## src/rtl/seg7_pkg.sv

```systemverilog
// seg7_pkg: shared types and constants for the seven-segment source scheduler
package seg7_pkg;
  localparam int WORD_W = 32;
  localparam int DEF_DWELL = 50_000_000;
  localparam int DEF_HOLD = 25_000_000;
  typedef enum logic {SHOW, ALERT} state_t;
endpackage

```

## src/rtl/seg7_next_src.sv

```systemverilog
// seg7_next_src: round-robin search for the next enabled source after cur
module seg7_next_src #(
  parameter int NUM_SRC = 4,
  parameter int IDX_W = 2
) (
  input  logic [IDX_W-1:0]   cur,
  input  logic [NUM_SRC-1:0] src_en,
  output logic [IDX_W-1:0]   nxt,
  output logic               any_en
);
  logic [IDX_W-1:0] idx;
  // Descending scan so the nearest enabled index after cur wins; k=NUM_SRC wraps back to cur.
  always_comb begin
    nxt = cur;
    idx = cur;
    for (int k = NUM_SRC; k >= 1; k--) begin
      idx = IDX_W'((int'(cur) + k) % NUM_SRC);
      if (src_en[idx]) nxt = idx;
    end
  end
  assign any_en = |src_en;
endmodule

```

## src/rtl/seg7_source_sched.sv

```systemverilog
// seg7_source_sched: shares one 8-digit hex display between debug words, with alert preemption
module seg7_source_sched import seg7_pkg::*; #(
  parameter int NUM_SRC = 4,
  parameter int IDX_W = 2,
  parameter int DWELL_CYCLES = DEF_DWELL,
  parameter int HOLD_CYCLES = DEF_HOLD
) (
  input  logic                      clk,
  input  logic                      rst,
  input  logic [NUM_SRC*WORD_W-1:0] src_data,
  input  logic [NUM_SRC-1:0]        src_en,
  input  logic                      auto_mode,
  input  logic                      step,
  input  logic                      freeze,
  input  logic                      alert_req,
  input  logic [WORD_W-1:0]         alert_data,
  output logic [WORD_W-1:0]         disp_data,
  output logic [IDX_W-1:0]          disp_src,
  output logic                      disp_alert,
  output logic                      switch_pulse
);
  localparam int DW = $clog2(DWELL_CYCLES);
  localparam int HW = $clog2(HOLD_CYCLES);
  state_t state, state_n;
  logic [IDX_W-1:0] cur, nxt;
  logic [DW-1:0] dwell;
  logic [HW-1:0] hold;
  logic [WORD_W-1:0] show_word;
  logic any_en, step_q, step_rise, dwell_done, hold_done, adv;
  seg7_next_src #(.NUM_SRC(NUM_SRC), .IDX_W(IDX_W)) u_next (
    .cur(cur), .src_en(src_en), .nxt(nxt), .any_en(any_en)
  );
  always_comb begin
    step_rise = step & ~step_q;
    dwell_done = dwell == DW'(DWELL_CYCLES - 1);
    hold_done = hold == HW'(HOLD_CYCLES - 1);
    show_word = any_en ? src_data[WORD_W*int'(cur) +: WORD_W] : '0;
    adv = any_en && (!src_en[cur] || step_rise || (auto_mode && dwell_done));
    state_n = (state == SHOW) ? (alert_req ? ALERT : SHOW) : ((hold_done && !alert_req) ? SHOW : ALERT);
  end
  // Alert entry/exit load the display directly so the pulse lines up with the new word.
  always_ff @(posedge clk or posedge rst) begin
    if (rst) begin
      state <= SHOW;
      cur <= '0;
      dwell <= '0;
      hold <= '0;
      step_q <= 1'b0;
      disp_data <= '0;
      disp_src <= '0;
      disp_alert <= 1'b0;
      switch_pulse <= 1'b0;
    end else begin
      state <= state_n;
      step_q <= step;
      switch_pulse <= 1'b0;
      if (state == SHOW && alert_req) begin
        disp_data <= alert_data;
        disp_alert <= 1'b1;
        switch_pulse <= 1'b1;
        hold <= '0;
      end else if (state == ALERT) begin
        if (state_n == SHOW) begin
          disp_data <= show_word;
          disp_src <= cur;
          disp_alert <= 1'b0;
          switch_pulse <= 1'b1;
          dwell <= '0;
        end else if (!hold_done) hold <= hold + 1'b1;
      end else if (!freeze) begin
        disp_data <= show_word;
        disp_src <= cur;
        switch_pulse <= cur != disp_src;
        if (adv) begin
          cur <= nxt;
          dwell <= '0;
        end else dwell <= (auto_mode && !dwell_done) ? dwell + 1'b1 : '0;
      end
    end
  end
endmodule

```

## config.mk

```make
export PLATFORM = sky130hd
export DESIGN_NAME = seg7_source_sched
export DESIGN_NICKNAME = d
export VERILOG_FILES = /design/src/rtl/seg7_pkg.sv /design/src/rtl/seg7_next_src.sv /design/src/rtl/seg7_source_sched.sv
export SDC_FILE = /design/constraint.sdc
export NUM_CORES = 1
export LEC_CHECK = 0
export CORE_AREA = 4 4 172 107
export DETAILED_ROUTE_END_ITERATION = 10
export DIE_AREA = 0 0 176 111
export DONT_BUFFER_PORTS = 1
export SLEW_MARGIN = 15
export SYNTH_ARGS = -nofsm -noshare
export SYNTH_HDL_FRONTEND = slang
export SYNTH_SLANG_ARGS = --single-unit
```

## constraint.sdc

```tcl
create_clock -name clk -period 3.8 [get_ports clk]
set_input_delay 0.38 -clock clk [delete_from_list [all_inputs] [get_ports clk]]
set_output_delay 0.38 -clock clk [all_outputs]
set_load 0.01 [all_outputs]
```

; After elaboration in Yosys (flattened, before gate mapping)
; Index checks and enable logic that the tools add are counted.
[totals]
reg_bits = 91
input_bits = 170
output_inout_bits = 36
[op_classes]
n_addsub = 6
order_cmp = 5
eq_ne = 9
shift = 1
muxes = 41
bitwise = 5
n_reduce_logical = 19
[op_table]
columns = cell, n
row1 = 2-to-1 mux 32 bit, 5
row2 = 2-to-1 mux 26 bit, 5
row3 = indexed part select 128 x 8 -> 32 bit, 1
row4 = 2-to-1 mux 25 bit, 4
row5 = "adder 26 x 1 -> 26 bit, second input constant", 1
row6 = "equality test 26 bit, second input constant", 1
row7 = "adder 25 x 1 -> 25 bit, second input constant", 1
row8 = "equality test 25 bit, second input constant", 1
row9 = "less-than comparator 2 x 3 -> 1 bit, second input constant", 5
row10 = 2-to-1 mux 1 bit, 15
row11 = 2-to-1 mux 2 bit, 7
row12 = binary-select mux 1 bit (select 2 bit), 5
row13 = "!= test 2 x 1 -> 1 bit, second input constant", 3
row14 = AND reduction 3 bit, 2
row15 = logical AND 1 bit, 5
row16 = AND reduction 5 bit, 1
row17 = "adder 2 x 1 -> 2 bit, second input constant", 2
row18 = "adder 2 bit, second input constant", 2
row19 = inverter 1 bit, 4
row20 = AND reduction 2 bit, 2
row21 = nonzero test 2 bit, 2
row22 = nonzero test 4 bit, 1
row23 = OR reduction 4 bit, 1
row24 = zero test 1 bit, 3
row25 = 6 further kinds, 7

; Depth between registers and ports, before layout
; Gate-level depths: netlist of run 1.
[depth]
depth_word = 9
ltp_mapped = 9
depth_no_buf = 6

; By module
; A second synthesis of run 1 with hierarchy kept.
[hier_totals]
cells_unflattened = 560
hier_area_um2 = 5689.2
[by_module_without_submodules]
columns = module, n_inst, cells_each, area_each_um2, seq_area_each_um2
row1 = seg7_source_sched, 1, 548, 5602.9, 2277.2
row2 = seg7_next_src, 1, 12, 86.3, 0.0

; Worst setup path before layout of run 1
; Ideal clock, no wire load.
[synth_timing]
kind = reg-to-reg
startpoint = register hold[0]
endpoint = register disp_src[0]
setup_ns = 0.128
arrival_time_ns = 1.884
t_required_ns = 3.672
path_slack_ns = 1.789
path_stages_with_launch = 9
path_buffers = 3
synth_period_minus_slack_ns = 2.011
cell_sequence = dfrtp_1 ha_1 and3_1 buf_2 nand4_2 o21ba_1 buf_2 buf_2 mux2_1
[synth_between]
elab_chain_cells = 6
[synth_lines]
columns = item, line_no
row1 = "start, declared", seg7_source_sched.sv:27  ; logic [HW-1:0] hold;
row2 = "start signal, assigned", seg7_source_sched.sv:69  ; end else if (!hold_done) hold <= hold + 1'b1;
row3 = equality test 25 bit, seg7_source_sched.sv:36  ; hold_done = hold == HW'(HOLD_CYCLES - 1);
row4 = logical AND 1 bit, seg7_source_sched.sv:39  ; state_n = (state == SHOW) ? (alert_req ? ALERT : SHOW) : ((hold_done && !alert_req) ? SHOW : ALERT);
row5 = 2-to-1 mux 1 bit (2 in series), seg7_source_sched.sv:39
row6 = != test 2 bit (no source line), --
row7 = AND reduction 3 bit (no source line), --
row8 = "end signal, assigned", seg7_source_sched.sv:65  ; disp_src <= cur;
row9 = "end signal, assigned", seg7_source_sched.sv:72  ; disp_src <= cur;
row10 = "end, declared", seg7_source_sched.sv:18  ; output logic [IDX_W-1:0] disp_src,
; No other way between the ends.
; A chain may end at the register's enable or synchronous reset.

; Worst setup path in the final report of run 1
[layout_timing]
startpoint = register hold[1]
endpoint = register disp_data[2]
[layout_between]
elab_chain_cells = 6
[layout_lines]
columns = item, line_no
row1 = equality test 25 bit, seg7_source_sched.sv:36
row2 = logical AND 1 bit, seg7_source_sched.sv:39
row3 = 2-to-1 mux 1 bit (2 in series), seg7_source_sched.sv:39
row4 = != test 3 x 2 -> 1 bit (no source line), --
row5 = AND reduction 2 bit (no source line), --
row6 = "end signal, assigned", seg7_source_sched.sv:58  ; disp_data <= alert_data;
row7 = "end signal, assigned", seg7_source_sched.sv:64  ; disp_data <= show_word;
row8 = "end signal, assigned", seg7_source_sched.sv:71  ; disp_data <= show_word;
row9 = "end, declared", seg7_source_sched.sv:17  ; output logic [WORD_W-1:0] disp_data,
; No other way between the ends.

==> impl_metrics.yaml, run 1 <==
outcome:
  status: "complete, no violations"
grt:
  grt_overflow: 0
  grt_util_all_layers: 0.178
  grt_pass1_wl_um: 27800
  grt_start_max_net_pins: 69
  antenna_found_initial: 3
  grt_pass1_vias: 4655
finish:
  fin_nets: 720
  layout_common_cells: "89 x dfrtp_1, 75 x a21oi_1, 51 x nand2_1"
  area_growth_pct: 7.44
  final_layout_size_suffix_gt1_frac: 0.154
  final_common_cell: "dfrtp_1"
  ff_latch_area_mm2: 0.00228
  utilization: 0.371
  fillers: 1664
  multi_input_area_mm2: 0.00326
setup_path:
  start_kind: "flop"
  worstPathRequired_ns: 4.01
  crit_type: "reg2reg"
  cp.arrival_ns: 2.81
  cp-end-kind: "flop"
  path_max_fanout: 34
synthesis:
  synth_fa_ha_area_frac: 0.00430
  synthCells: 575
  synth-compound-area-share: 0.197
  yosys-top-cells-area: "dfrtp_1 39%, mux4_2 13%, a21oi_1 6.5%, a22oi_1 4.3%, nand3_1 4.0%"
  synthXorXnorAreaFrac: 0.00452
  yosysTopAreaCell: "dfrtp_1"
  synth_cell_types: 66
  synth-edff-count: 0
  async_flop_share: 1.00
  yosys.area_share.simple: 0.193
  synthMuxAreaShare: 0.161
  synth_top_family_by_area: "compound AO/OA/AOI/OAI gates"
  synth.avg_cell_area_um2: 10.1
  synth_nets: 747
  synth_flop_cell: "dfrtp_1"
  ys_seq_elements: 91
  synth_top_area_share: 0.391
  seq_area_frac_synth: 0.391
  synth_warnings: 0
  synth_area_mm2: 0.00582
clock_tree:
  cts_buffer_depth: 2
  cts_tree: "built"
  cts.clk_slew.worst_paths_ns: 0.07
  cts_hold_buffers: 0
  cts_root_buffer: "clkbuf_16"
  htree_levels: 3
  clk_latency_ns: 0.35
  cts_buffers: 9
  ctsResizeCount: 0
  postCtsSetupBuffers: 0
  cts_sinks: 91
floorplanning:
  start_util: 0.345
  die_y_um: 111
  die_w_um: 176
  ioPinCount: 206
  die_area_mm2: 0.0195
  rows: 37
  coreArea_mm2: 0.0169
placement:
  hpwl_um: 13500
  numPortBuffers: 0
  routabilityCongestion: 0.943
  pre_cts_ws_ns: 1.22
pwr:
  ir_worst_vdd_mv: 0.209
  p_leak_nw: 2.47
  power.density_mw_per_mm2: 343
sta:
  fin_crit_sh: 0.684
  fin_worst_skew_ns: 0.0130
  setup_slack_ns: 1.20
  hold_violations: 0
  relSlewSlack: 0.354
  setup_viol: 0
  rsz0062_at_grt: "false"
  holdWs_ns: 0.0551
  setup_tns_ns: 0
  period_minus_slack_ns: 2.60
  max_freq_mhz: 385
  worst_pin_slew_ns: 0.968
  slew_violations: 0
route:
  via_count: 5072
  routed_wl_um: 18000
  drt_iter0_drc: 623
  drtAntennaViolNets: 0
  vias_per_cell: 6.44
  drc: 0
  avgRoutedWirePerCell_um: 22.8
  drt_first_pass_iters: 6
run:
  drv_cap: 0
worst_hold_path:
  min_path_type: "in2reg"
## Yosys cell counts, drive strengths merged (2+ instances only)
cell    count
a22o        4
o21ai      16
a21oi      76
mux2        4
nor2       10
nand2      52
or3         2
nor4b       2
and2        4
nand3      46
and3       14
mux2i      15
o211ai      7
buf        31
nand2b      6
and4        7
o311ai      6
nand4b      2
nor4bb      2
xnor2       2
a211o       3
a31oi       4
nand4      21
or4         4
ha          2
nor3       12
o31ai       9
dfrtp      91
clkbuf     19
inv         8
mux4       33
nor4        6
o41ai       3
nor2b       4
a22oi      36
## worst max-delay path, stage by stage (launching register included)
cell and delay [ns]:
dfrtp_1 0.41, ha_1 0.22, and3_1 0.29, nand4_2 0.25, o31ai_4 0.26, buf_4 0.37
and2_0 0.18, buf_4 0.33, a21oi_1 0.13
## where the power goes
| part | total (mW) | internal (mW) | leakage (nW) | switching (mW) |
|---|---|---|---|---|
| Combinational | 0.180 | 0.0940 | 1.24 | 0.0860 |
| Sequential | 1.08 | 1.01 | 1.09 | 0.0680 |
| Clock | 0.891 | 0.459 | 0.133 | 0.432 |
| Total | 2.15 | 1.56 | 2.47 | 0.586 |
## area by class of cell
class	count	share of cell area
Antenna cell	1	0.000400
Clock buffer	9	0.0360
Clock inverter	7	0.0108
Inverter	8	0.00520
Multi-Input combinational cell	426	0.522
Sequential cell	91	0.365
Tap cell	234	0.0468
Timing Repair Buffer	12	0.0144
## cells by family after synthesis
logic type      count (synthesis)
buf+inv                        58
compound gates                171
flops                          91
xor+xnor                        3
mux                            52
fa+ha+maj                       2
simple gates                  198
## metrics by stage
| stage | std cells | power (mW) | area [um2] |
|---|---|---|---|
| 6_report | 788 | 2.15 | 6250 |
| 5_1_grt | 787 | 2.23 | 6250 |
| 4_1_cts | 787 | 2.16 | 6250 |
| 3_5_place_dp | 771 | 1.27 | 5960 |
| 3_3_place_gp | 771 | 1.27 | 5960 |
| 2_1_floorplan | 575 | 1.23 | 5820 |
## sequential cells by signal, indices dropped and copies added, names as in the netlist
name / cells
disp_data: 32
disp_alert: 1
dwell: 26
state: 1
hold: 25
step_q: 1
switch_pulse: 1
disp_src: 2
cur: 2
## worst paths after layout
path	to	start	slack [ns]	cells past startpoint
worst max register to register	disp_data[2]	hold[1]	1.20	8
worst max-delay path	disp_data[2]	hold[1]	1.20	8
min in group asynchronous	hold[19]	rst	0.09	1
worst min register to register	hold[14]	hold[14]	0.48	1
max in group asynchronous	hold[9]	rst	2.88	2
worst min-delay path	step_q	step	0.06	0
## metal layers
layer | routed length, um | track usage | vias to the layer above
met2 | 7750 | 0.235 | 262
met4 | 167 | 0.0291 | 4
met1 | 8190 | 0.276 | 2588
met3 | 1830 | 0.0671 | 25
met5 | 24 | 0 | -
li1 | - | - | 2193
(Power assumes the default switching activity.)
==> run 2: changes to the inputs <==
clock period = 2.11 ns   (was 3.8 ns; I/O delays follow)
==> impl_metrics.yaml, run 2 (synthesis results as in run 1) <==
pwr:
  ir_worst_vdd_mv: 0.322
  p_leak_nw: 2.71
  power.density_mw_per_mm2: 581
setup_path:
  start_kind: "flop"
  worstPathRequired_ns: 2.39
  path_cells: "ha_2 -> and3_1 -> nand4_4 -> o21ba_1 -> buf_12 -> o41ai_1 -> a22o_1"
  crit_family: "compound AO/OA/AOI/OAI gates"
  cp.arrival_ns: 2.28
  crit_slowest_cell: "dfrtp_1"
  path_max_fanout: 29
  crit_type: "reg2reg"
  max_stage_delay_ns: 0.39
  cp-end-kind: "flop"
  crit_buf_inv: 1
finish:
  layout_common_cells: "89 x dfrtp_1, 75 x a21oi_1, 51 x nand2_1"
  area_growth_pct: 14.8
  regMostFlops: "disp_data"
  utilization: 0.396
  final_layout_size_suffix_gt1_frac: 0.210
  final_common_cell: "dfrtp_1"
  fillers: 1662
  fin_nets: 758
  largest_registers: "disp_data: 32 flops, dwell: 26 flops, hold: 25 flops"
  largest_register_ffs: 32
route:
  avgRoutedWirePerCell_um: 22.0
  drtAntennaViolNets: 0
  vias_per_cell: 6.26
  via_count: 5198
  drt_iter0_drc: 473
  routed_wl_um: 18300
  drt_first_pass_iters: 5
  drc: 0
grt:
  grt_pass1_wl_um: 28400
  grt_overflow: 0
  antenna_found_initial: 6
  grt_start_max_net_pins: 46
  grt_pass1_vias: 4902
  grt_util_all_layers: 0.180
outcome:
  status: "complete, no violations"
placement:
  hpwl_um: 13900
  routabilityCongestion: 0.912
  numPortBuffers: 0
sta:
  slew_violations: 0
  period_minus_slack_ns: 1.99
  worst_pin_slew_ns: 0.586
  relSlewSlack: 0.606
  max_freq_mhz: 501
  fin_crit_sh: 0.945
  setup_viol: 0
  hold_violations: 0
  setup_tns_ns: 0
  fin_worst_skew_ns: 0.0140
  rsz0062_at_grt: "false"
clock_tree:
  cts.clk_slew.worst_paths_ns: 0.07
  htree_levels: 3
  cts_sinks: 91
  cts_buffers: 9
  cts_tree: "built"
  clk_latency_ns: 0.35
  cts_root_buffer: "clkbuf_16"
  cts_buffer_depth: 2
floorplanning:
  ioPinCount: 206
  start_util: 0.345
  die_y_um: 111
  die_area_mm2: 0.0195
  rows: 37
  die_w_um: 176
  coreArea_mm2: 0.0169
worst_hold_path:
  min_path_type: "in2reg"
run:
  drv_cap: 0
## run 2: area by class of cell
| cell class | instances | area, um2 | share of cell area |
|---|---|---|---|
| diodes | 5 | 12.5 | 0.00187 |
| clock buffers | 9 | 225 | 0.0337 |
| clock inverters | 7 | 65.1 | 0.00974 |
| inverters | 8 | 33.8 | 0.00506 |
| multi-input cells | 426 | 3290 | 0.493 |
| flip-flops and latches | 91 | 2280 | 0.341 |
| well taps | 234 | 293 | 0.0438 |
| repair buffers | 50 | 478 | 0.0715 |
## run 2: worst min-delay path: cells and delay by family
kind	cells	cell delay [ns]
AO/OA/AOI/OAI	1	0.03
AND/OR/NAND/NOR	2	0.09
## run 2: per-layer routing
layer	vias to the layer above	GRT usage	wire length (um)
li1	2273	-	-
met1	2638	0.265	8270
met2	264	0.242	7840
met3	19	0.0804	1950
met4	4	0.0332	163
met5	-	0.0260	76
## run 2: repair_timing
item	in CTS	in global routing
resized for setup	0	8
cloned	0	0
hold buffers	3	0
buffers inserted	0	3
endpoints found under the hold margin	23	0
pin swaps	1	2
setup endpoints to repair	1	58
## run 2: path summary, 6_finish.rpt
kind | to | from | slack (ns) | depth (start not counted)
setup / recovery | dwell[11] | hold[1] | 0.12 | 7
hold / removal | switch_pulse | freeze | 0.03 | 3
setup reg to reg | dwell[11] | hold[1] | 0.12 | 7
hold reg to reg | hold[14] | hold[14] | 0.49 | 1
max in group asynchronous | dwell[14] | rst | 1.08 | 3
min in group asynchronous | state | rst | 0.41 | 2
## run 2: per-stage QoR
stage / setup WS, ns / hold WS (ns) / instance area (um2) / instances / power [mW]
after floorplan: 0.0985 / 0.242 / 5820 / 575 / 2.21
after global placement: 0.106 / 0.170 / 6270 / 803 / 2.30
after detailed placement: 0.0126 / 0.175 / 6270 / 803 / 2.31
after CTS: 0.0132 / 0.0189 / 6590 / 822 / 3.90
after global routing: 0.00742 / 0.0476 / 6680 / 830 / 4.05
final: 0.116 / 0.0317 / 6680 / 830 / 3.88
## run 2: where the power goes
part / total (mW) / internal, mW / switching, mW
clock: 1.60 / 0.831 / 0.768
combinational: 0.364 / 0.189 / 0.175
sequential: 1.92 / 1.81 / 0.103
